## src/rtl/sorting_pkg.sv

```systemverilog
// Shared types for the packet sender and sorter datapath.
package sorting_pkg;

    typedef enum logic [1:0] {
        IDLE,
        WAIT_RDY,
        SEND
    } tx_state_t;

endpackage

```

## src/rtl/pkt_sender_if.sv

```systemverilog
// Packet stream toward the sorter, with its back-pressure line.
interface pkt_sender_if #(
    parameter int DWIDTH = 8
);
    logic [DWIDTH-1:0] data;
    logic              sop;
    logic              eop;
    logic              val;
    logic              busy;

    modport master (
        output data, sop, eop, val,
        input  busy
    );

    modport slave (
        input  data, sop, eop, val,
        output busy
    );
endinterface

```

## src/rtl/pkt_sender_tx_buffer.sv

```systemverilog
// Packet word store: synchronous write, registered read.
module tx_buffer #(
    parameter int AWIDTH = 3,
    parameter int DWIDTH = 8
) (
    input  logic              clk_i,
    input  logic              srst_i,
    input  logic              we_i,
    input  logic [AWIDTH-1:0] waddr_i,
    input  logic [DWIDTH-1:0] wdata_i,
    input  logic [AWIDTH-1:0] raddr_i,
    output logic [DWIDTH-1:0] rdata_o
);
    localparam int DEPTH = 2 ** AWIDTH;

    logic [DWIDTH-1:0] mem_q [DEPTH];
    logic [DWIDTH-1:0] rdata_q;

    always_ff @(posedge clk_i) begin
        if (we_i) begin
            mem_q[waddr_i] <= wdata_i;
        end
    end

    always_ff @(posedge clk_i or posedge srst_i) begin
        if (srst_i) begin
            rdata_q <= '0;
        end else begin
            rdata_q <= mem_q[raddr_i];
        end
    end

    assign rdata_o = rdata_q;
endmodule

```

## src/rtl/pkt_sender.sv

```systemverilog
// Buffers written words and replays them as one sop..eop packet.
module pkt_sender
    import sorting_pkg::*;
#(
    parameter int AWIDTH = 3,
    parameter int DWIDTH = 8
) (
    input  logic              clk_i,
    input  logic              srst_i,
    input  logic [DWIDTH-1:0] wr_data_i,
    input  logic              wr_en_i,
    input  logic              start_i,
    output logic              busy_o,
    output logic              ovf_o,
    pkt_sender_if.master      tx
);
    localparam int DEPTH = 2 ** AWIDTH;
    localparam logic [AWIDTH:0] FULL = (AWIDTH + 1)'(DEPTH);

    tx_state_t         state_q, state_d;
    logic [AWIDTH:0]   len_q, len_d;
    logic [AWIDTH-1:0] rd_ptr_q, rd_ptr_d;
    logic [DWIDTH-1:0] data_q, data_d;
    logic              sop_q, sop_d;
    logic              eop_q, eop_d;
    logic              val_q, val_d;
    logic              busy_q;
    logic              ovf_q, ovf_d;
    logic              we;
    logic [DWIDTH-1:0] rdata;
    logic [AWIDTH-1:0] wr_ptr;

    // Words are packed from 0, so the fill count doubles as write pointer.
    assign wr_ptr = len_q[AWIDTH-1:0];

    tx_buffer #(
        .AWIDTH (AWIDTH),
        .DWIDTH (DWIDTH)
    ) u_buf (
        .clk_i   (clk_i),
        .srst_i  (srst_i),
        .we_i    (we),
        .waddr_i (wr_ptr),
        .wdata_i (wr_data_i),
        .raddr_i (rd_ptr_d),
        .rdata_o (rdata)
    );

    always_comb begin
        state_d  = state_q;
        len_d    = len_q;
        rd_ptr_d = rd_ptr_q;
        data_d   = '0;
        sop_d    = 1'b0;
        eop_d    = 1'b0;
        val_d    = 1'b0;
        ovf_d    = 1'b0;
        we       = 1'b0;
        unique case (state_q)
            IDLE: begin
                if (wr_en_i) begin
                    if (len_q == FULL) begin
                        ovf_d = 1'b1;
                    end else begin
                        we    = 1'b1;
                        len_d = len_q + 1'b1;
                    end
                end
                if (start_i && (len_d != '0)) begin
                    state_d = WAIT_RDY;
                end
            end
            WAIT_RDY: begin
                if (!tx.busy) begin
                    state_d  = SEND;
                    rd_ptr_d = '0;
                end
            end
            SEND: begin
                val_d    = 1'b1;
                data_d   = rdata;
                sop_d    = (rd_ptr_q == '0);
                eop_d    = ({1'b0, rd_ptr_q} == len_q - 1'b1);
                rd_ptr_d = rd_ptr_q + 1'b1;
                if (eop_d) begin
                    state_d  = IDLE;
                    len_d    = '0;
                    rd_ptr_d = '0;
                end
            end
            default: state_d = IDLE;
        endcase
    end

    always_ff @(posedge clk_i or posedge srst_i) begin
        if (srst_i) begin
            state_q  <= IDLE;
            len_q    <= '0;
            rd_ptr_q <= '0;
            data_q   <= '0;
            sop_q    <= 1'b0;
            eop_q    <= 1'b0;
            val_q    <= 1'b0;
            busy_q   <= 1'b0;
            ovf_q    <= 1'b0;
        end else begin
            state_q  <= state_d;
            len_q    <= len_d;
            rd_ptr_q <= rd_ptr_d;
            data_q   <= data_d;
            sop_q    <= sop_d;
            eop_q    <= eop_d;
            val_q    <= val_d;
            busy_q   <= (state_q != IDLE);
            ovf_q    <= ovf_d;
        end
    end

    assign tx.data = data_q;
    assign tx.sop  = sop_q;
    assign tx.eop  = eop_q;
    assign tx.val  = val_q;
    assign busy_o  = busy_q;
    assign ovf_o   = ovf_q;
endmodule
```

## src/flat_wrapper.sv

```systemverilog
// flat-port wrapper written by rule: the top's interface ports become plain ports
module pkt_sender_flat import sorting_pkg::*;
#(
    parameter int AWIDTH = 3,
    parameter int DWIDTH = 8
)
  (clk_i, srst_i, wr_data_i, wr_en_i, start_i, busy_o, ovf_o, tx_data, tx_sop, tx_eop, tx_val, tx_busy);
  pkt_sender_if #(.DWIDTH(DWIDTH)) tx_i ();
  input  logic clk_i;
  input  logic srst_i;
  input  logic [DWIDTH-1:0] wr_data_i;
  input  logic wr_en_i;
  input  logic start_i;
  output logic busy_o;
  output logic ovf_o;
  output wire logic [$bits(tx_i.data)-1:0] tx_data;
  output wire logic [$bits(tx_i.sop)-1:0] tx_sop;
  output wire logic [$bits(tx_i.eop)-1:0] tx_eop;
  output wire logic [$bits(tx_i.val)-1:0] tx_val;
  input wire logic [$bits(tx_i.busy)-1:0] tx_busy;
  assign tx_data = tx_i.data;
  assign tx_sop = tx_i.sop;
  assign tx_eop = tx_i.eop;
  assign tx_val = tx_i.val;
  assign tx_i.busy = tx_busy;
  pkt_sender #(.AWIDTH(AWIDTH), .DWIDTH(DWIDTH)) u_core (.clk_i(clk_i), .srst_i(srst_i), .wr_data_i(wr_data_i), .wr_en_i(wr_en_i), .start_i(start_i), .busy_o(busy_o), .ovf_o(ovf_o), .tx(tx_i));
endmodule
```

## config.mk

```make
export PLATFORM = sky130hd
export DESIGN_NAME = pkt_sender_flat
export DESIGN_NICKNAME = d
export VERILOG_FILES = /design/src/rtl/sorting_pkg.sv /design/src/rtl/pkt_sender_if.sv /design/src/rtl/pkt_sender_tx_buffer.sv /design/src/rtl/pkt_sender.sv /design/src/flat_wrapper.sv
export SDC_FILE = /design/constraint.sdc
export NUM_CORES = 1
export LEC_CHECK = 0
export BUFFER_PORTS_ARGS = -buffer_cell sky130_fd_sc_hd__clkbuf_2
export CAP_MARGIN = 20
export CORE_ASPECT_RATIO = 1.1
export CORE_MARGIN = 3
export CORE_UTILIZATION = 30
export CTS_BUF_LIST = sky130_fd_sc_hd__clkbuf_4
export DETAILED_ROUTE_END_ITERATION = 8
export PLACE_DENSITY_LB_ADDON = 0.05
export RECOVER_POWER = 25
export SYNTH_ARGS = -nofsm -noshare
export SYNTH_HDL_FRONTEND = slang
export SYNTH_HIERARCHICAL = 1
export SYNTH_SLANG_ARGS = --single-unit
```

## constraint.sdc

```tcl
create_clock -name clk_i -period 4.7 [get_ports clk_i]
set_input_delay 0.94 -clock clk_i [delete_from_list [all_inputs] [get_ports clk_i]]
set_output_delay 0.94 -clock clk_i [all_outputs]
set_load 0.02 [all_outputs]
```

# Yosys cells after proc, flatten, opt, wreduce, memory -nomap -nowiden
# Memory sizes are Yosys's and may differ from the RTL's. A register that Yosys moved wholly into a read port is not among the register bits.
# Cells that the tools add are included.
# totals
ramBits	64
n_memories	1
input_bits	13
regBits	22
out_inout_bits	13
# op_classes
n_addsub	3
reduce_logical	8
n_eq_ne	7
n_mux	24
# memory_table
memory	words	word_bits	read_ports	rd_ports_with_merged_regs	write_ports	line	source
u_core.u_buf.mem_q	8	8	1	1	1	pkt_sender_tx_buffer.sv:16	logic [DWIDTH-1:0] mem_q [DEPTH];
# ops
op	n
4-bit two-way mux	4
1-bit two-way mux	11
8-bit two-way mux	1
4-bit case mux with 2 select lines	1
2-bit two-way mux	3
3-bit two-way mux	2
2-bit case mux with 3 select lines	1
3-bit case mux with 2 select lines	1
4-bit by 1-bit adder with 4-bit output, second input constant	1
3-bit by 4-bit == test with 1-bit output	1
4-bit == test, second input constant	1
2-bit by 1-bit != test with 1-bit output, second input constant	2
2-bit nonzero test	2
4-bit nonzero test	1
4-bit by 1-bit subtractor with 4-bit output, second input constant	1
3-bit by 1-bit adder with 3-bit output, second input constant	1
3-bit logical NOT	1
3-bit AND reduction	1
2-bit by 1-bit == test with 1-bit output, second input constant	1
2-bit == test, second input constant	1
2-bit logical NOT	1
2-bit != test, second input constant	1
2-bit AND reduction	1
1-bit logical AND	1

# Longest topological paths before layout
# depth
word_depth	8
mapped_depth	11
ltp_nobuf	9

# By module
# The synthesis kept the hierarchy.
# modules_own_cells
mod	area_per_inst_um2	n_inst	cells_per_inst
tx_buffer	2735.1	1	115
pkt_sender	1142.3	1	109

# Least setup slack after synthesis
# No wires, ideal clock.
# synth_path
path_type	register to register
start	register u_core.len_q[0]
end	register u_core.u_buf.rdata_q[1] (netlist: u_core/u_buf/rdata_o[1]), read port of u_core.u_buf.mem_q
arrival_time_ps	3016
setup_slack_ps	1559
setup_ps	125
stages_incl_launch_ff	12
n_path_buf	2
required_time_ps	4575
path_cell_list	dfrtp_1 inv_1 ha_1 xor2_1 and3_1 o31ai_2 nand3_1 o21ai_1 buf_6 buf_12 mux4_1 mux2_2
# synth_between
elab_chain_len	4
# synth_rtl
element	line	source
from (decl)	pkt_sender.sv:21	logic [AWIDTH:0] len_q, len_d;
from (signal assigned)	pkt_sender.sv:108	len_q <= len_d;
4-bit by 1-bit subtractor with 4-bit output	pkt_sender.sv:83	eop_d = ({1'b0, rd_ptr_q} == len_q - 1'b1);
3-bit by 4-bit == test with 1-bit output	pkt_sender.sv:83	
3-bit two-way mux	pkt_sender.sv:85	if (eop_d) begin
3-bit case mux with 2 select lines	pkt_sender.sv:59	unique case (state_q)
via u_core.rd_ptr_d[0]	pkt_sender.sv:22	logic [AWIDTH-1:0] rd_ptr_q, rd_ptr_d;
to (decl)	pkt_sender_tx_buffer.sv:17	logic [DWIDTH-1:0] rdata_q;
# The timed path passes the listed nets, and every way through them passes these cells.
# A chain may end at the register's enable or synchronous reset.

# Worst setup path in the final report
# layout_path
start	register u_core.len_q[0]
end	register u_core.u_buf.rdata_q[6] (netlist: u_core/u_buf/rdata_o[6]), read port of u_core.u_buf.mem_q
# Same word-level chain as after synthesis.

==> reports/metrics.csv <==
stage;metric;value;unit
run_status;status;completed;
placement;dp_slack;1.14;ns
clocking;path_clk_slew;0.15;ns
clocking;cts-resized-gates;0;
timing;finalCritPeriodShare;0.761;
detailed_routing;drc;0;
cells_and_area;antenna_cells;0;
logic_synthesis;synthCells;224;
logic_synthesis;ys.flop_type;edfxtp_1;
placement;globalplace.congestion;0.736;
timing;drv_slew;0;
logic_synthesis;yosysWarnings;6;
clocking;cts.sinks;94;
detailed_routing;drt_iter0_drc;55;
die;dieArea;14300;µm²
global_route;antenna_found_initial;0;
clocking;numCtsBuffers;9;
timing;max_slew_margin;0.311;
clocking;clkLatencyLatePin;0.46;ns
clocking;htreeDepth;3;
placement;dpl.hpwl;4.83;mm
clocking;cts_setup_buffers;0;
die;fp-row-count;42;
logic_synthesis;ys_seq_elements;94;
power_and_ir_drop;leakage;1.59;nW
logic_synthesis;yosys.area.top_type;edfxtp_1;
logic_synthesis;syn_avg_cell_area;17.3;µm²
global_route;grt.total_usage;0.120;
detailed_routing;avgViaCountPerCell;4.72;
global_route;grt_max_degree;23;
die;initial_core_util;0.314;
timing;setup_viol;0;
logic_synthesis;synth_seq_area_share;0.689;
worst_setup_path;cp-end-kind;flip-flop;
global_route;grt_pass1_vias;2068;
detailed_routing;wl_per_cell;18.9;µm
detailed_routing;wl;7.85;mm
worst_setup_path;crit_fanout;17;
worst_setup_path;required;5.04;ns
clocking;hold_buffers;0;
timing;rsz0062_at_grt;no;
global_route;grt_pass1_wl;12.5;mm
timing;setup_tns;0;ns
cells_and_area;final_cell_mix;edfxtp_1 (64), dfrtp_1 (30), clkbuf_2 (18);
worst_setup_path;max_stage_delay;0.61;ns
flow_run;maxCapViolations;0;
timing;hold_violations;0;
worst_setup_path;cpMaxStageDelayCell;dfrtp_1;
logic_synthesis;synth_area;3880;µm²
die;dieWidth;114;µm
cells_and_area;fin_nets;278;
placement;port_buffers;25;
global_route;overflow;0;
clocking;clk_path_buf_depth;2;
detailed_routing;firstDrtPassIters;4;
logic_synthesis;syn-num-nets;245;
die;die_y;125;µm
die;fp.coreArea;12300;µm²
logic_synthesis;yosysUniqueCellTypes;40;
timing;fmaxAchievable;280;MHz
worst_setup_path;crit_arrival;3.92;ns
timing;fin_skew;0.0227;ns
logic_synthesis;synthTopCellsByArea;edfxtp_1 (50%), dfrtp_1 (19%), mux4_1 (10%);
cells_and_area;final_common_cell;edfxtp_1;
power_and_ir_drop;irDropWorstVdd;0.193;mV
timing;tightest_slew;1.03;ns
die;ios;26;
cells_and_area;area_delta_synth_final;11.2;%
worst_setup_path;crit_chain;inv_1, ha_1, xor2_1, and3_1, o31ai_2, nand3_1, o21ai_2, buf_4, mux4_1, mux2_2;
logic_synthesis;synth_top_area_frac;0.496;
worst_setup_path;crit_type;reg2reg;
logic_synthesis;synth_edf_count;64;
worst_setup_path;startpoint_type;flip-flop;
timing;setup_ws;1.12;ns
min_path;min_path_type;in2async;
clocking;cts_root_buf;clkbuf_4;
detailed_routing;ant_nets;0;
power_and_ir_drop;p_per_area;506;nW/µm²
timing;fin_crit;3.58;ns
clocking;tritoncts;built;
detailed_routing;routed-via-count;1965;
cells_and_area;drive_above_1_share;0.210;
logic_synthesis;synthArstFlopShare;0.319;
[final cells by class]
type                            count  area [µm²]
Inverter                           14        52.6
Clock inverter                      5        35.0
Tap cell                          154         193
Clock buffer                       11        82.6
Multi-Input combinational cell    107        1110
Fill cell                        1181        8040
Timing Repair Buffer               31         169
Sequential cell                    94        2670
[sequential cells by signal, indices dropped and copies added, names as in the netlist]
register	flops
u_core/tx.val	1
u_core/u_buf/rdata_o	8
u_core/busy_o	1
u_core/u_buf/mem_q	64
u_core/state_q	2
u_core/tx.data	8
u_core/ovf_o	1
u_core/tx.sop	1
u_core/tx.eop	1
u_core/rd_ptr_q	3
u_core/len_q	4
[critical path: cells and delay by family, from the launching register on]
family,cells,cell delay (ns)
xor+xnor,1,0.19
flops,1,0.61
buf+inv,2,0.48
simple gates,2,0.42
fa+ha+maj,1,0.24
mux,2,0.90
compound gates,2,0.61
[where the power goes]
| part | total, mW | internal (mW) | switching [mW] |
|---|---|---|---|
| sequential | 1.12 | 1.03 | 0.0898 |
| combinational | 0.668 | 0.291 | 0.377 |
| clock | 0.391 | 0.122 | 0.269 |
| total | 2.18 | 1.45 | 0.736 |
[worst paths after layout]
path / startpoint / endpoint / cells past startpoint / slack, ns
setup / recovery: u_core/len_q[0] / u_core/u_buf/rdata_o[6] / 10 / 1.12
hold / removal: srst_i / u_core/u_buf/rdata_o[4] / 2 / 0.43
setup reg to reg: u_core/len_q[0] / u_core/u_buf/rdata_o[6] / 10 / 1.12
hold reg to reg: u_core/u_buf/rdata_o[0] / u_core/tx.data[0] / 1 / 0.47
max in group asynchronous: srst_i / u_core/ovf_o / 2 / 3.51
min in group clk_i: u_core/u_buf/rdata_o[0] / u_core/tx.data[0] / 1 / 0.47
[per-layer routing]
layer  vias up  share of wire  GRT usage
met5         -              0          0
met1       990           0.49      0.170
met4         0          0.024     0.0608
li1        930              -          -
met3        14          0.025     0.0232
met2        31           0.46      0.174
[metrics by stage]
stage | total power, mW | cell area (µm²) | std cells | hold WS, ns | utilization
2_1_floorplan | 1.64 | 3880 | 224 | 0.434 | -
3_3_place_gp | 1.82 | 4170 | 397 | 0.441 | 0.338
3_5_place_dp | 1.82 | 4170 | 397 | 0.443 | 0.338
4_1_cts | 2.22 | 4290 | 413 | 0.416 | 0.347
5_1_grt | 2.34 | 4310 | 416 | 0.437 | 0.349
6_report | 2.18 | 4310 | 416 | 0.430 | 0.349
[kinds of logic (layout without fill, tap and decap cells)]
family | count (synthesis) | after routing | share of synthesized area
multiplexers | 31 | 31 | 0.149
AND/OR/NAND/NOR | 51 | 51 | 0.0703
AO/OA/AOI/OAI | 14 | 14 | 0.0297
flip-flops | 94 | 94 | 0.689
adder cells (fa/ha/maj) | 8 | 8 | 0.0258
XOR/XNOR | 3 | 3 | 0.00678
buffers and inverters | 23 | 61 | 0.0290
[synthesized netlist by cell type (2+ instances only)]
library cell  number
mux2i_1            6
nand3b_1           2
xnor2_1            2
dfrtp_1           30
o21ai_1            4
nand2_1           11
clkbuf_1           4
nand3_1            2
nand2b_1           3
inv_1             14
mux4_1            15
and2_1             8
nor3_1             3
ha_1               8
buf_2              2
mux2_2             8
edfxtp_1          64
nor2_1            12
nand4_1            5
(Power assumes the default switching activity.)
